===== src/rtl/mac_adder_arbiter.sv =====
// Round-robin arbiter that shares a single 32-bit adder between NREQ requesters.
// The result register is a one-entry output stage with valid/ready and no drain bubble.

module adder_32bit (
   input  logic [31:0] a_i,
   input  logic [31:0] b_i,
   input  logic        cin_i,
   output logic [31:0] sum_o,
   output logic        cout_o
);

   logic [32:0] full_sum;

   assign full_sum = {1'b0, a_i} + {1'b0, b_i} + {32'd0, cin_i};
   assign sum_o    = full_sum[31:0];
   assign cout_o   = full_sum[32];

endmodule

module mac_adder_arbiter #(
   parameter int NREQ = 4,
   parameter int IDW  = $clog2(NREQ),
   parameter int CNTW = 16
) (
   input  logic               clk,
   input  logic               rst_n,
   input  logic [NREQ-1:0]    req_valid,
   output logic [NREQ-1:0]    req_ready,
   input  logic [NREQ*32-1:0] req_a,
   input  logic [NREQ*32-1:0] req_b,
   input  logic [NREQ-1:0]    req_cin,
   output logic               rsp_valid,
   input  logic               rsp_ready,
   output logic [31:0]        rsp_sum,
   output logic               rsp_cout,
   output logic [IDW-1:0]     rsp_id,
   output logic [CNTW-1:0]    op_count
);

   typedef enum logic {
      ST_EMPTY = 1'b0,
      ST_FULL  = 1'b1
   } state_e;

   state_e          state_q;
   logic [IDW-1:0]  rr_ptr_q;
   logic [IDW-1:0]  rr_ptr_d;
   logic [31:0]     sum_q;
   logic            cout_q;
   logic [IDW-1:0]  id_q;
   logic [CNTW-1:0] cnt_q;
   logic [CNTW-1:0] cnt_d;

   logic [31:0]     lane_a   [NREQ];
   logic [31:0]     lane_b   [NREQ];
   logic [IDW-1:0]  grant;
   logic            can_accept;
   logic            accept;
   logic [31:0]     add_a;
   logic [31:0]     add_b;
   logic            add_cin;
   logic [31:0]     add_sum;
   logic            add_cout;

   generate
      for (genvar gi = 0; gi < NREQ; gi++) begin : g_lane
         assign lane_a[gi]    = req_a[32*gi +: 32];
         assign lane_b[gi]    = req_b[32*gi +: 32];
         assign req_ready[gi] = accept & (grant == IDW'(gi));
      end
   endgenerate

   // Circular priority search starting at rr_ptr_q; the first valid lane wins.
   always_comb begin
      int  idx;
      logic found;
      grant = '0;
      found = 1'b0;
      idx   = 0;
      for (int k = 0; k < NREQ; k++) begin
         idx = int'(rr_ptr_q) + k;
         if (idx >= NREQ) begin
            idx = idx - NREQ;
         end
         if (!found && req_valid[idx]) begin
            grant = IDW'(idx);
            found = 1'b1;
         end
      end
   end

   // rst_n gates acceptance so no requester sees a handshake during reset.
   assign can_accept = (state_q == ST_EMPTY) | rsp_ready;
   assign accept     = rst_n & can_accept & (|req_valid);

   assign add_a   = lane_a[grant];
   assign add_b   = lane_b[grant];
   assign add_cin = req_cin[grant];

   adder_32bit u_adder (
      .a_i    (add_a),
      .b_i    (add_b),
      .cin_i  (add_cin),
      .sum_o  (add_sum),
      .cout_o (add_cout)
   );

   assign rr_ptr_d = (grant == IDW'(NREQ - 1)) ? '0 : grant + IDW'(1);
   assign cnt_d    = cnt_q + CNTW'(1);

   always_ff @(posedge clk or negedge rst_n) begin
      if (!rst_n) begin
         state_q  <= ST_EMPTY;
         rr_ptr_q <= '0;
         sum_q    <= '0;
         cout_q   <= 1'b0;
         id_q     <= '0;
         cnt_q    <= '0;
      end else begin
         if (accept) begin
            state_q  <= ST_FULL;
            sum_q    <= add_sum;
            cout_q   <= add_cout;
            id_q     <= grant;
            rr_ptr_q <= rr_ptr_d;
            cnt_q    <= cnt_d;
         end else if ((state_q == ST_FULL) && rsp_ready) begin
            state_q <= ST_EMPTY;
         end
      end
   end

   assign rsp_valid = (state_q == ST_FULL);
   assign rsp_sum   = sum_q;
   assign rsp_cout  = cout_q;
   assign rsp_id    = id_q;
   assign op_count  = cnt_q;

endmodule


===== config.mk =====
export PLATFORM = sky130hd
export DESIGN_NAME = mac_adder_arbiter
export DESIGN_NICKNAME = d
export VERILOG_FILES = /design/src/rtl/mac_adder_arbiter.sv
export SDC_FILE = /design/constraint.sdc
export NUM_CORES = 1
export LEC_CHECK = 0
export CORE_MARGIN = 4
export CORE_UTILIZATION = 41
export CTS_CLUSTER_DIAMETER = 120
export DETAILED_ROUTE_END_ITERATION = 10
export HOLD_SLACK_MARGIN = 0.1
export MAX_ROUTING_LAYER = met4
export PLACE_DENSITY = 0.89
export SLEW_MARGIN = 10
export SYNTH_ARGS = -nofsm -noshare
export SYNTH_HDL_FRONTEND = slang
export SYNTH_SLANG_ARGS = --single-unit

===== constraint.sdc =====
create_clock -name clk -period 5.5 [get_ports clk]
set_input_delay 1.65 -clock clk [delete_from_list [all_inputs] [get_ports clk]]
set_output_delay 1.65 -clock clk [all_outputs]
set_load 0.02 [all_outputs]

==> impl_metrics.tcl, run 1 <==
set metrics [dict create \
    status "finished clean" \
    drv_slew 0 \
    wirelength_um 25400 \
    critPathKind "in2out" \
    post-synth-top-count-cell "nand2_1" \
    setup-tns-final_ps 0 \
    irDropWorstVdd_mv 0.241 \
    setup_viol 0 \
    seq_area_um2 1350 \
    syn_area_um2 6000 \
    synth_top_area_share 0.225 \
    yosysTopAreaCell "dfrtp_1" \
    cts_sinks 54 \
    post-route-period-util 0.981 \
    worst_setup_path_end_kind "primary output" \
    start_kind "input port" \
    pwr-share-clk 0.058 \
    max_cap_violations 0 \
    cts_buffer_depth 2 \
    grt_pass1_vias 7793 \
    power_density_nw_per_um2 505 \
    cts_tree "yes" \
    slew-limit-headroom 0.553 \
    crit_top_cell "clkdlybuf4s50_1" \
    holdBufCountCts 0 \
    ys.flop_type "dfrtp_1" \
    hp-class "reg2reg" \
    core_um2 14100 \
    grt_start_max_net_pins 62 \
    cts_inserted_buffers 5 \
    worstPathMaxFanout 5 \
    placedCellCount 1453 \
    area_delta_synth_final_pct 71.4 \
    clock.fmax_mhz 185 \
    drc 0 \
    die_h_um 129 \
    p_int_mw 2.72 \
    clk_latency_ps 290 \
    ys_warn_count 0 \
    diodes 0 \
    port_buffers 322 \
    final_area_um2 10300 \
    fin_worst_skew_ps 8.11 \
    pwr-share-seq 0.129 \
    path_cells "clkdlybuf4s50_1 > a21oi_1 > o21a_1 > o22ai_4 > inv_2 > ha_1 > and2_1 > clkdlybuf4s50_1" \
    multi_input_area_um2 4430 \
    gp_routability_congestion 0.940 \
    vias 7971 \
    antenna_found_initial 0 \
    leakage_nw 4.61 \
    syn_avg_cell_area_um2 6.57 \
    crit_path_max_incr_delay_ps 570 \
    p_comb_frac 0.812 \
    antenna_left 0 \
    initial_core_util 0.425 \
    hold_viol 0 \
    dp_hpwl_um 21300 \
    dr.pass1.iters 5 \
    ios 323 \
    cp.arrival_ps 3740 \
    wl_per_cell_um 17.3 \
    synth_edf_count 0 \
    overflow 0 \
    async_reset_ff_frac 1.00 \
    cts-root-buf "clkbuf_16" \
    grt_usage 0.303 \
    dpl_cell_area_um2 10100 \
    grt_pass1_wl_um 39300 \
    syn-num-nets 1218 \
    slowest_stage "clkdlybuf4s50_1" \
    switching_share 0.477 \
    viasPerCell 5.45 \
    htree_levels 2 \
    cp.required_ps 3850 \
    fp-row-count 43 \
    fp.dieArea_um2 16600 \
    fin_crit_ps 5390 \
    power_switching_mw 2.47 \
    clk_pin_slew_worst_paths_ps 60 \
    synthTopCellsByArea "dfrtp_1, nand2_1, ha_1, and3_1, a31oi_1" \
    synth_seq_cells 54 \
    dieWidth_um 129 \
    num-fill-cells 1123 \
    first_iter_violations 541 \
    synth.yosys.seq_area_share 0.225 \
    synth_cells 913 \
    drive_gt1_frac 0.103 \
    instances_no_fill 1463 \
    synth_common_cells "nand2_1, and3_1, a31oi_1" \
    nets 1587 \
    timing.hold.ws_ps 470 \
    tightest_slew_ps 670 \
    ys_types 61 \
]
[metrics by stage]
step,worst slack [ps],power [mW],utilization
detailed placement,-162,4.76,0.714
floorplan,420,3.00,-
finish,105,5.19,0.729
global placement,4.48,4.67,0.714
CTS,91.1,5.09,0.725
global route,-12.2,5.63,0.729
[cell usage in the layout (no fill, tap or decap), types with 3 or more instances in the layout]
| cell | count |
|---|---|
| nand2_1 | 333 |
| clkdlybuf4s50_1 | 319 |
| buf_4 | 88 |
| and3_1 | 64 |
| a31oi_1 | 62 |
| dfrtp_1 | 54 |
| o21ai_0 | 44 |
| a21oi_1 | 39 |
| ha_1 | 36 |
| nor2_1 | 33 |
| xnor2_1 | 22 |
| nand3_1 | 17 |
| xor2_1 | 14 |
| nand4_1 | 13 |
| inv_1 | 11 |
| o21a_1 | 9 |
| buf_12 | 9 |
| nor3_1 | 8 |
| a21o_1 | 8 |
| or2_2 | 6 |
| o21bai_1 | 6 |
| nand2b_1 | 6 |
| and2_1 | 6 |
| a21oi_2 | 5 |
| o211ai_1 | 5 |
| clkbuf_16 | 5 |
| or3_1 | 4 |
| o31ai_1 | 3 |
| nor2b_1 | 3 |
[worst max-delay path, delay by kind of cell]
kind | cells | cell delay, ps
compound gates | 3 | 550
fa+ha+maj | 1 | 190
buf+inv | 3 | 1210
simple gates | 1 | 130
[cells by family (layout without fill, tap and decap cells)]
group	Yosys count	after routing	synth area share
AND/OR/NAND/NOR	503	503	0.370
AO/OA/AOI/OAI	210	210	0.221
buffers and inverters	71	441	0.0476
flip-flops	54	54	0.225
adder cells (fa/ha/maj)	38	38	0.0818
XOR/XNOR	36	36	0.0526
multiplexers	1	1	0.00167
[what timing repair did]
item / CTS / global route
endpoints found under the setup margin: 2 / 19
resized for setup: 0 / 14
pin swaps: 1 / 1
buffers inserted: 2 / 0
[power by group through the flow]
stage	Combinational (mW)	Clock (mW)	Sequential (mW)
6_report	4.22	0.302	0.671
5_1_grt	4.61	0.328	0.690
4_1_cts	4.11	0.308	0.673
3_5_place_dp	4.08	0	0.681
3_3_place_gp	4.00	0	0.672
2_1_floorplan	2.17	0	0.831
[state kept, by name (all words and copies together), names as in the netlist]
| signal | flops |
|---|---|
| rsp_sum | 32 |
| op_count | 16 |
| rr_ptr_q | 2 |
| rsp_id | 2 |
| rsp_cout | 1 |
| rsp_valid | 1 |
[metal layers]
layer  GRT usage  share of wire  up-vias
met5           -              0        -
met4      0.0723          0.023        0
met3      0.0320          0.075       43
met2       0.506           0.49      379
met1       0.394           0.41     3635
li1            -              -     3914
[layout make-up]
cell class / count / area share
repair buffers: 420 / 0.397
multi-input cells: 788 / 0.431
clock buffers: 6 / 0.0125
well taps: 180 / 0.0219
flip-flops and latches: 54 / 0.132
inverters: 13 / 0.00499
clock inverters: 2 / 0.00134
[final timing paths]
kind	end	start	slack [ps]	cells past startpoint
worst max-delay path	req_ready[3]	req_valid[0]	110	8
worst min-delay path	rsp_sum[9]	rsp_sum[9]	470	2
worst max register to register	rsp_sum[30]	rr_ptr_q[1]	1570	16
worst min register to register	rsp_sum[9]	rsp_sum[9]	470	2
max in group asynchronous	rsp_sum[21]	rst_n	3540	2
min in group asynchronous	rsp_id[1]	rst_n	1500	2
Power figures use the tool's default switching activity.
==> run 2: changes to the inputs <==
- SKIP_CTS_REPAIR_TIMING: default -> 1
==> run 2 against run 1 <==
- clock-buffer cell count stayed put
- maximum frequency is 1.1% lower
- routed wire length hardly changed
- largest cell class unchanged
- clock power hardly changed
- final area hardly changed
- sequential share of layout area hardly changed
- cell count hardly changed
- worst setup slack worse by 59 ps
- core utilization hardly changed
- via count is 0.14% lower
==> impl_metrics.tcl, run 2 (synthesis gave the netlist of run 1 again) <==
set metrics [dict create \
    most-common-layout-cells "nand2_1, clkdlybuf4s50_1, buf_4" \
    post-route-period-util 0.991 \
    fin_crit_ps 5450 \
    cts_tree "yes" \
    port_buffers 322 \
    cp.required_ps 3850 \
    status "finished clean" \
    wl_per_cell_um 17.3 \
    seq_area_um2 1350 \
    dpl_cell_area_um2 10100 \
    irDropWorstVdd_mv 0.241 \
    pre_cts_ws_ps -162 \
    cp.arrival_ps 3800 \
    dieWidth_um 129 \
    worstPathMaxFanout 6 \
    worst_setup_path_end_kind "primary output" \
    reg2reg_from "rr_ptr_q[1]" \
    grt_pass1_vias 7786 \
    diodes 0 \
    multi_input_area_um2 4420 \
    antenna_left 0 \
    num-fill-cells 1118 \
    dr.pass1.iters 5 \
    final_util 0.729 \
    setup_viol 0 \
    core_um2 14100 \
    nets 1588 \
    drv_slew 0 \
    tightest_slew_ps 668 \
    cts_inserted_buffers 5 \
    grt_usage 0.302 \
    largest_register_ffs 32 \
    fp-row-count 43 \
    area_delta_synth_final_pct 71.5 \
    timing.hold.ws_ps 473 \
    fin_worst_skew_ps 7.09 \
    antenna_found_initial 0 \
    vias 7960 \
    clock.fmax_mhz 183 \
    fp.dieArea_um2 16600 \
    viasPerCell 5.44 \
    die_h_um 129 \
    max_cap_violations 0 \
    leakage_nw 4.61 \
    finalPower_mw 5.18 \
    htree_levels 2 \
    finalWorstSetupSlack_ps 46.8 \
    cts-root-buf "clkbuf_16" \
    critPathKind "in2out" \
    power_switching_mw 2.47 \
    cts_buffer_depth 2 \
    p_comb_frac 0.812 \
    power_density_nw_per_um2 504 \
    dp_hpwl_um 21300 \
    placedCellCount 1453 \
    drc 0 \
    first_iter_violations 547 \
    ios 323 \
    critPathLaunch "req_valid[0]" \
    instances_no_fill 1464 \
    drive_gt1_frac 0.103 \
    start_kind "input port" \
    gp_routability_congestion 0.940 \
    p_int_mw 2.71 \
    pwr-share-seq 0.130 \
    grt_start_max_net_pins 62 \
    clk_latency_ps 290 \
    hp-class "reg2reg" \
    wirelength_um 25400 \
    clk_pin_slew_worst_paths_ps 60 \
    layout_commonest_cell "nand2_1" \
    setup-tns-final_ps 0 \
    overflow 0 \
    hold_viol 0 \
    initial_core_util 0.425 \
    cts_sinks 54 \
    slew-limit-headroom 0.554 \
    grt_pass1_wl_um 39300 \
    switching_share 0.476 \
    final_area_um2 10300 \
    worstHoldStart "rsp_sum[9]" \
    pwr-share-clk 0.059 \
]
[run 2: cell type report]
type | count | share of cell area
well taps | 180 | 0.0219
multi-input cells | 788 | 0.430
clock inverters | 2 | 0.00134
flip-flops and latches | 54 | 0.131
clock buffers | 6 | 0.0125
inverters | 13 | 0.00499
repair buffers | 421 | 0.398
[run 2: worst paths after layout]
| path | to | cells after the start | slack [ps] |
|---|---|---|---|
| hold reg to reg | rsp_sum[9] | 2 | 470 |
| hold / removal | rsp_sum[9] | 2 | 470 |
| setup / recovery | req_ready[3] | 8 | 50 |
| min in group asynchronous | rsp_id[1] | 2 | 1500 |
| setup reg to reg | rsp_sum[30] | 18 | 1570 |
| max in group asynchronous | rsp_sum[21] | 2 | 3550 |
[run 2: power by group through the flow]
stage,registers [mW],logic [mW],clock network (mW)
after floorplan,0.831,2.17,0
after global placement,0.672,4.00,0
after detailed placement,0.681,4.08,0
after CTS,0.673,4.11,0.308
after global routing,0.690,4.60,0.328
final,0.672,4.21,0.304
[run 2: critical path, cell delays in order]
cell and delay [ps]:
clkdlybuf4s50_1 580, a21oi_1 100, o21a_1 210, o22ai_4 280, inv_2 120, ha_1 190, and2_1 130, clkdlybuf4s50_1 530
[run 2: metal layers]
layer  vias up  part of all wire  GRT usage
li1       3918                 -          -
met1      3635              0.42      0.394
met2       364              0.49      0.505
met3        43             0.074     0.0320
met4         0             0.024     0.0723
met5         -                 0          -
